`config.mk`:
```
export PLATFORM = sky130hd
export DESIGN_NAME = basys_hex_entry
export DESIGN_NICKNAME = d
export VERILOG_FILES = /design/src/rtl/basys_hex_entry.sv
export SDC_FILE = /design/constraint.sdc
export NUM_CORES = 1
export LEC_CHECK = 0
export CAP_MARGIN = 15
export CORE_MARGIN = 4
export CORE_UTILIZATION = 30
export DETAILED_ROUTE_END_ITERATION = 16
export PLACE_DENSITY = 0.46
export SYNTH_ARGS = -nofsm -noshare
export SYNTH_HDL_FRONTEND = slang
export SYNTH_SLANG_ARGS = --single-unit
```
`constraint.sdc`:
```
create_clock -name clk -period 4.9 [get_ports clk]
set_input_delay 0.98 -clock clk [delete_from_list [all_inputs] [get_ports clk]]
set_output_delay 0.98 -clock clk [all_outputs]
set_load 0.005 [all_outputs]
```
`src/rtl/basys_hex_entry.sv`:
```
// Front-panel hex entry: synchronises and debounces three buttons, assembles switch nibbles
// into a value, and hands the value to the processor side over a valid/ready handshake.
module basys_hex_entry #(
  parameter int DEBOUNCE_CYCLES = 1000000,
  parameter int NUM_DIGITS      = 4
) (
  input  logic                    clk,
  input  logic                    reset_n,
  input  logic [3:0]              sw,
  input  logic                    btn_enter,
  input  logic                    btn_clear,
  input  logic                    btn_submit,
  output logic [4*NUM_DIGITS-1:0] value_out,
  output logic                    value_valid,
  input  logic                    value_ready,
  output logic [4*NUM_DIGITS-1:0] preview,
  output logic [2:0]              digit_count,
  output logic                    busy
);

  localparam int             W          = 4 * NUM_DIGITS;
  localparam int             CW         = $clog2(DEBOUNCE_CYCLES);
  localparam logic [CW-1:0]  CNT_LAST   = CW'(DEBOUNCE_CYCLES - 1);
  localparam logic [2:0]     MAX_DIGITS = 3'(NUM_DIGITS);

  typedef enum logic {ENTRY, HOLD} state_t;

  logic [2:0] btn_raw;
  logic [2:0] btn_s1_reg, btn_s2_reg;
  logic [3:0] sw_s1_reg, sw_s2_reg;
  logic [2:0] press;

  // Bit order: 0 = enter, 1 = clear, 2 = submit
  assign btn_raw = {btn_submit, btn_clear, btn_enter};

  always_ff @(posedge clk or negedge reset_n) begin
    if (!reset_n) begin
      btn_s1_reg <= '0;
      btn_s2_reg <= '0;
      sw_s1_reg  <= '0;
      sw_s2_reg  <= '0;
    end else begin
      btn_s1_reg <= btn_raw;
      btn_s2_reg <= btn_s1_reg;
      sw_s1_reg  <= sw;
      sw_s2_reg  <= sw_s1_reg;
    end
  end

  genvar gi;
  generate
    for (gi = 0; gi < 3; gi++) begin : g_db
      logic [CW-1:0] cnt_reg;
      logic          db_reg;
      logic          pulse_reg;

      // Pulse fires on the same edge the debounced level rises; falls are silent
      always_ff @(posedge clk or negedge reset_n) begin
        if (!reset_n) begin
          cnt_reg   <= '0;
          db_reg    <= 1'b0;
          pulse_reg <= 1'b0;
        end else if (btn_s2_reg[gi] == db_reg) begin
          cnt_reg   <= '0;
          pulse_reg <= 1'b0;
        end else if (cnt_reg == CNT_LAST) begin
          cnt_reg   <= '0;
          db_reg    <= ~db_reg;
          pulse_reg <= ~db_reg;
        end else begin
          cnt_reg   <= cnt_reg + 1'b1;
          pulse_reg <= 1'b0;
        end
      end

      assign press[gi] = pulse_reg;
    end
  endgenerate

  state_t       state_reg, state_next;
  logic [W-1:0] preview_reg, preview_next;
  logic [W-1:0] value_reg, value_next;
  logic [2:0]   count_reg, count_next;
  logic         valid_reg, valid_next;

  always_ff @(posedge clk or negedge reset_n) begin
    if (!reset_n) begin
      state_reg   <= ENTRY;
      preview_reg <= '0;
      value_reg   <= '0;
      count_reg   <= '0;
      valid_reg   <= 1'b0;
    end else begin
      state_reg   <= state_next;
      preview_reg <= preview_next;
      value_reg   <= value_next;
      count_reg   <= count_next;
      valid_reg   <= valid_next;
    end
  end

  always_comb begin
    state_next   = state_reg;
    preview_next = preview_reg;
    value_next   = value_reg;
    count_next   = count_reg;
    valid_next   = valid_reg;
    case (state_reg)
      ENTRY: begin
        if (press[1]) begin
          preview_next = '0;
          count_next   = '0;
        end else if (press[2] && count_reg != 3'd0) begin
          value_next   = preview_reg;
          valid_next   = 1'b1;
          preview_next = '0;
          count_next   = '0;
          state_next   = HOLD;
        end else if (press[0] && count_reg < MAX_DIGITS) begin
          preview_next = {preview_reg[W-5:0], sw_s2_reg};
          count_next   = count_reg + 3'd1;
        end
      end
      HOLD: begin
        // Presses in HOLD are dropped; only the consumer can release us
        if (value_ready) begin
          valid_next = 1'b0;
          state_next = ENTRY;
        end
      end
      default: state_next = ENTRY;
    endcase
  end

  assign value_out   = value_reg;
  assign value_valid = valid_reg;
  assign preview     = preview_reg;
  assign digit_count = count_reg;
  assign busy        = (state_reg == HOLD);

endmodule

```
* Word level (Yosys, flattened, before mapping)
Index checks and enable logic that the tools add are counted.
W data, S select, Z words.
** Storage, ports and cells
- Word-level logic and storage cells :: 76
- Bits of input ports :: 10
- Output and inout port bits :: 37
- Register bits :: 117
** Cells by class
- Reduce and logical (&&, ||, !) cells :: 10
- Add/subtract/negate cells :: 4
- $lt $le $gt $ge :: 1
- Equality and inequality tests :: 9
- Mux-type cells :: 26
- Bitwise logic cells :: 8
** Operators by type and width (count)
- $mux W20 :: 6
- $add A20 B1 Y20 const B :: 3
- $eq A20 B20 Y1 const B :: 3
- $mux W16 :: 3
- $mux W1 :: 12
- $mux W3 :: 3
- $not A1 Y1 :: 8
- $reduce_and A2 Y1 :: 4
- $ne A2 B2 Y1 const B :: 3
- $reduce_and A3 Y1 :: 2
- $reduce_bool A3 Y1 :: 2
- $pmux W1 S2 :: 2
- $add A3 B1 Y3 const B :: 1
- $eq A1 B1 Y1 :: 3
- $lt A3 B3 Y1 const B :: 1
- $logic_and A1 B1 Y1 :: 2

* Depth between registers and ports, before layout
- Depth after elaboration :: 5
- Depth in mapped cells :: 7
- Gate-level depth less buffers :: 6

* Worst setup path after synthesis
Ideal clock, no wire load.
- Kind :: register to register
- Start :: reg count_reg[0] (netlist: digit_count[0])
- End :: reg value_reg[0] (netlist: value_out[0])
- Path buffers :: 1
- Period minus slack after synthesis :: 2.020 ns
- Data required time :: 4.775 ns
- Data arrival time :: 1.896 ns
- Setup time :: 0.125 ns
- Cell stages (with the launch flop) :: 8
- Setup slack :: 2.880 ns
- Path through :: dfrtp_1 > inv_1 > ha_1 > nor2b_1 > nand2b_1 > nor3_2 > buf_4 > mux2_2
** Between the ends
- Word-level cells in the longest chain between the ends :: 3
** Ends and longest elaborated chain
- start, declared :: line 83 : logic [2:0] count_reg, count_next;
- start signal, assigned :: line 97 : count_reg <= count_next;
- $reduce_bool A3 Y1 :: line 113 : end else if (press[2] && count_reg != 3'd0) begin
- $logic_and A1 B1 Y1 :: line 113
- $reduce_and A3 Y1 (no source line)
- end signal, assigned :: line 96 : value_reg <= value_next;
- end, declared :: line 82 : logic [W-1:0] value_reg, value_next;
No other way between the ends.
A chain may end at the register's enable or synchronous reset.

* Final worst setup path
- Start :: reg state_reg (netlist: busy)
- End :: out busy
** RTL lines
- start, declared :: line 80 : state_t state_reg, state_next;
- start signal, assigned :: line 94 : state_reg <= state_next;
- end, declared :: line 18 : output logic busy
No word-level cell between the ends.

==> PnR_summary.wiki <==
{| class="wikitable"
! Metric !! Value
|-
| Result of the run || finished, final reports clean
|-
| Max H-tree Level || 4
|-
| Met2 wire length || between 4000 and 5000 um
|-
| DIE HEIGHT || ~140 um
|-
| Reg2Reg Launch Point || g_db[0].cnt_reg[11]$_DFF_PN0_
|-
| Maximum clock skew at final layout || 0.00617 ns
|-
| CTS Root Buffer Type || clkbuf_16
|-
| Number of hold buffers added after cts || 0
|-
| Top FF cell, synth || dfrtp_1
|-
| Initial standard-cell utilization of the core || 0.306
|-
| Number of different library cells in the post-synthesis netlist || 50
|-
| Global placer's final weighted congestion || between 0.7 and 0.8
|-
| Worst Hold Depth || 0
|-
| CTS tree || done
|-
| Post-detail-place hpwl || 6610 um
|-
| Tcrit/Tclk final || 0.490
|-
| Tightest Pin Transition || just over 0.8 ns
|-
| Vias per cell || between 4 and 5
|-
| Worst vdd rail ir drop || about 240 uV
|-
| Seq/Total Area, Yosys || 0.580
|-
| Maximum number of buffers from clock root to sink || 2
|-
| Final hold violations || 0
|-
| Multi-input gate area || ~0.002 mm2
|-
| Number of stages on the worst setup path || 1
|-
| Unrepaired setup endpoints after global routing || false
|-
| Startpoint Class || flip-flop
|-
| Hold Path Class || reg -> reg
|-
| Arrival @ worst endpoint || about 1.4 ns
|-
| Area growth from synthesis to layout || 27.8%
|-
| Crit-path cells || clkdlybuf4s50_1
|-
| Global-route wire length before repair || around 17000 um
|-
| Synth Net Count || around 450
|-
| Die area || 0.0190 mm2
|-
| Max Clk Rate || between 400 and 500 MHz
|-
| Number of enable flip-flop cells after synthesis || 0
|-
| Worst setup path endpoint || busy
|-
| Max Cap Viol || 0
|-
| Slew margin rel. || 0.459
|-
| Async set-reset flop share out of synthesis || 1.00
|-
| Number of flip-flops in the largest register || 60
|-
| Total met3 wirelength after detailed routing || approximately 440 um
|-
| # rows || 47
|-
| DRT Pass-1 Iters || 4
|-
| Number of antenna violations at the first check in global routing || 0
|-
| Share of cells above drive strength 1 || 0.133
|-
| Wire per inst || 13.9 um
|-
| Largest net degree at the start of global routing || 84
|-
| Violation count after the first detailed-routing iteration || 167
|-
| Wire length on met1 || between 4000 and 5000 um
|-
| Layout Nets || a little over 500
|-
| CP required || 3.92 ns
|-
| Setup-violating endpoint count in the final report || 0
|-
| Residual antenna-violating net count after detailed routing || 0
|-
| Total count of max-transition violations in the final report || 0
|-
| End-of-flow core utilization || 0.391
|-
| Static leakage || between 2 and 3 nW
|-
| Final TNS setup || 0 ns
|-
| Fill cell total of the finished layout || around 1600
|-
| Family with the most delay on the worst path || buffers and inverters
|-
| Core area || ~0.017 mm2
|-
| Number of cell instances on the worst register-to-register path || 4
|-
| Total of flip-flops plus latches after synthesis || 117
|-
| Top-level port count || 47
|-
| Reg-to-Reg End || g_db[0].cnt_reg[6]$_DFF_PN0_
|-
| Count of mapped cells out of synthesis || between 400 and 500
|-
| Count of instances resized after the clock tree is built || 0
|-
| Synthesized area per cell || between 10 and 15 um2
|-
| Crit end category || output port
|-
| Overall routing resource usage || 0.117
|-
| Uppermost routed layer || met4
|-
| Antenna diode count || 0
|-
| Footprint of the flip-flops and latches || just under 0.003 mm2
|-
| Count of buffering cells on the critical path with inverters included || 1
|-
| Highest cell delay on the worst timing path || 0.55 ns
|-
| Buffers on Ports || 46
|-
| PD cells || roughly 380 mW/mm2
|-
| GR Overflow Total || 0
|-
| Total DRC errors in the routed layout || 0
|-
| Detailed-route via count || roughly 3500
|-
| Post-CTS setup buffers || 0
|-
| Vias in the first global route || between 3000 and 4000
|-
| Reg-to-reg setup timing slack || 2.90 ns
|-
| Total number of yosys warnings || 0
|-
| Die Wd || ~140 um
|-
| Number of buffers inserted during clock tree synthesis || 17
|-
| Tmin final || about 2.4 ns
|-
| Insertion delay to the later sink of the worst-skew pair || 0.41 ns
|-
| Slowest stage cell on the critical path || clkdlybuf4s50_1
|-
| Clock sink count || about 120
|-
| Setup Crit Path Kind || reg -> out
|-
| Routed wire length || between 10000 and 15000 um
|-
| Cell area after synthesis || 0.00505 mm2
|-
| Worst setup path start || busy$_DFF_PN0_
|-
| Peak fanout along the critical path || 6
|-
| Clock slew seen by the registers of the worst setup and hold paths || about 0.050 ns
|}
routing by layer:
layer	track usage	vias up
met5	0	-
met4	0.0565	0
met3	0.0387	19
met2	0.178	67
met1	0.150	1731
li1	-	1705
stage by stage:
step	instances	power [mW]	hold slack (ns)	instance area, um2	worst slack, ns
finish	730	2.45	0.344	6450	2.50
global route	730	2.55	0.348	6450	2.40
CTS	729	2.49	0.346	6430	2.46
detailed placement	697	1.06	0.335	5750	2.54
global placement	697	1.05	0.333	5750	2.56
floorplan	437	1.02	0.331	5050	2.88
kinds of logic (layout without fill, tap and decap cells):
| logic type | Yosys count | count (layout) | share of synthesized area |
|---|---|---|---|
| fa+ha+maj | 5 | 5 | 0.0124 |
| flops | 117 | 117 | 0.580 |
| compound gates | 62 | 62 | 0.0890 |
| simple gates | 171 | 171 | 0.187 |
| xor+xnor | 40 | 40 | 0.0694 |
| buf+inv | 23 | 96 | 0.0206 |
| mux | 19 | 19 | 0.0424 |
synthesized netlist by cell type (9+ instances only):
cell / instances / area, um2
nand2_1: 20 / 75.1
xor2_1: 20 / 175
or4_1: 9 / 67.6
dfrtp_1: 117 / 2930
o31ai_1: 9 / 67.6
inv_1: 14 / 52.6
a22o_1: 17 / 149
nand3_1: 21 / 105
nand4_1: 17 / 106
xnor2_1: 20 / 175
nor2_1: 44 / 165
nor3_1: 10 / 50.1
a21oi_1: 20 / 100
mux2_2: 19 / 214
nor4_1: 9 / 56.3
final cells by class:
class	count	area share
inverter	14	0.00814
multi-input combinational	297	0.313
sequential	117	0.454
tap	220	0.0427
clock buffer	20	0.0692
timing repair buffer	50	0.0787
clock inverter	12	0.0349
worst min path at each step:
stage                                    to               startpoint  slack, ns
finish               sw_s2_reg[3]$_DFF_PN0_   sw_s1_reg[3]$_DFF_PN0_       0.34
floorplan           btn_s2_reg[0]$_DFF_PN0_  btn_s1_reg[0]$_DFF_PN0_       0.33
global placement    btn_s2_reg[2]$_DFF_PN0_  btn_s1_reg[2]$_DFF_PN0_       0.33
CTS                  sw_s2_reg[3]$_DFF_PN0_   sw_s1_reg[3]$_DFF_PN0_       0.35
global route         sw_s2_reg[3]$_DFF_PN0_   sw_s1_reg[3]$_DFF_PN0_       0.35
detailed placement  btn_s2_reg[1]$_DFF_PN0_  btn_s1_reg[1]$_DFF_PN0_       0.33
power by group:
part / total, mW / leakage, nW / internal (mW) / switching, mW
registers: 0.988 / 1.60 / 0.979 / 0.00962
clock network: 1.41 / 0.317 / 0.968 / 0.443
logic: 0.0502 / 0.810 / 0.0164 / 0.0338
layout by cell type (no fill, tap or decap), types with 3 or more instances in the layout:
cell               n
dfrtp_1          117
clkdlybuf4s50_1   45
nor2_1            44
nand3_1           21
a21oi_1           20
xnor2_1           20
nand2_1           20
xor2_1            20
mux2_2            19
nand4_1           17
a22o_1            17
clkbuf_16         17
inv_1             14
nor3_1            10
nor4_1             9
o31ai_1            9
or4_1              9
and3_1             8
o21ai_0            6
bufinv_16          6
ha_1               5
and4_1             4
and2_1             4
or3_1              4
buf_4              4
a31o_2             3
nand2b_1           3
nor4b_1            3
clkinvlp_4         3
(Power assumes the default switching activity.)
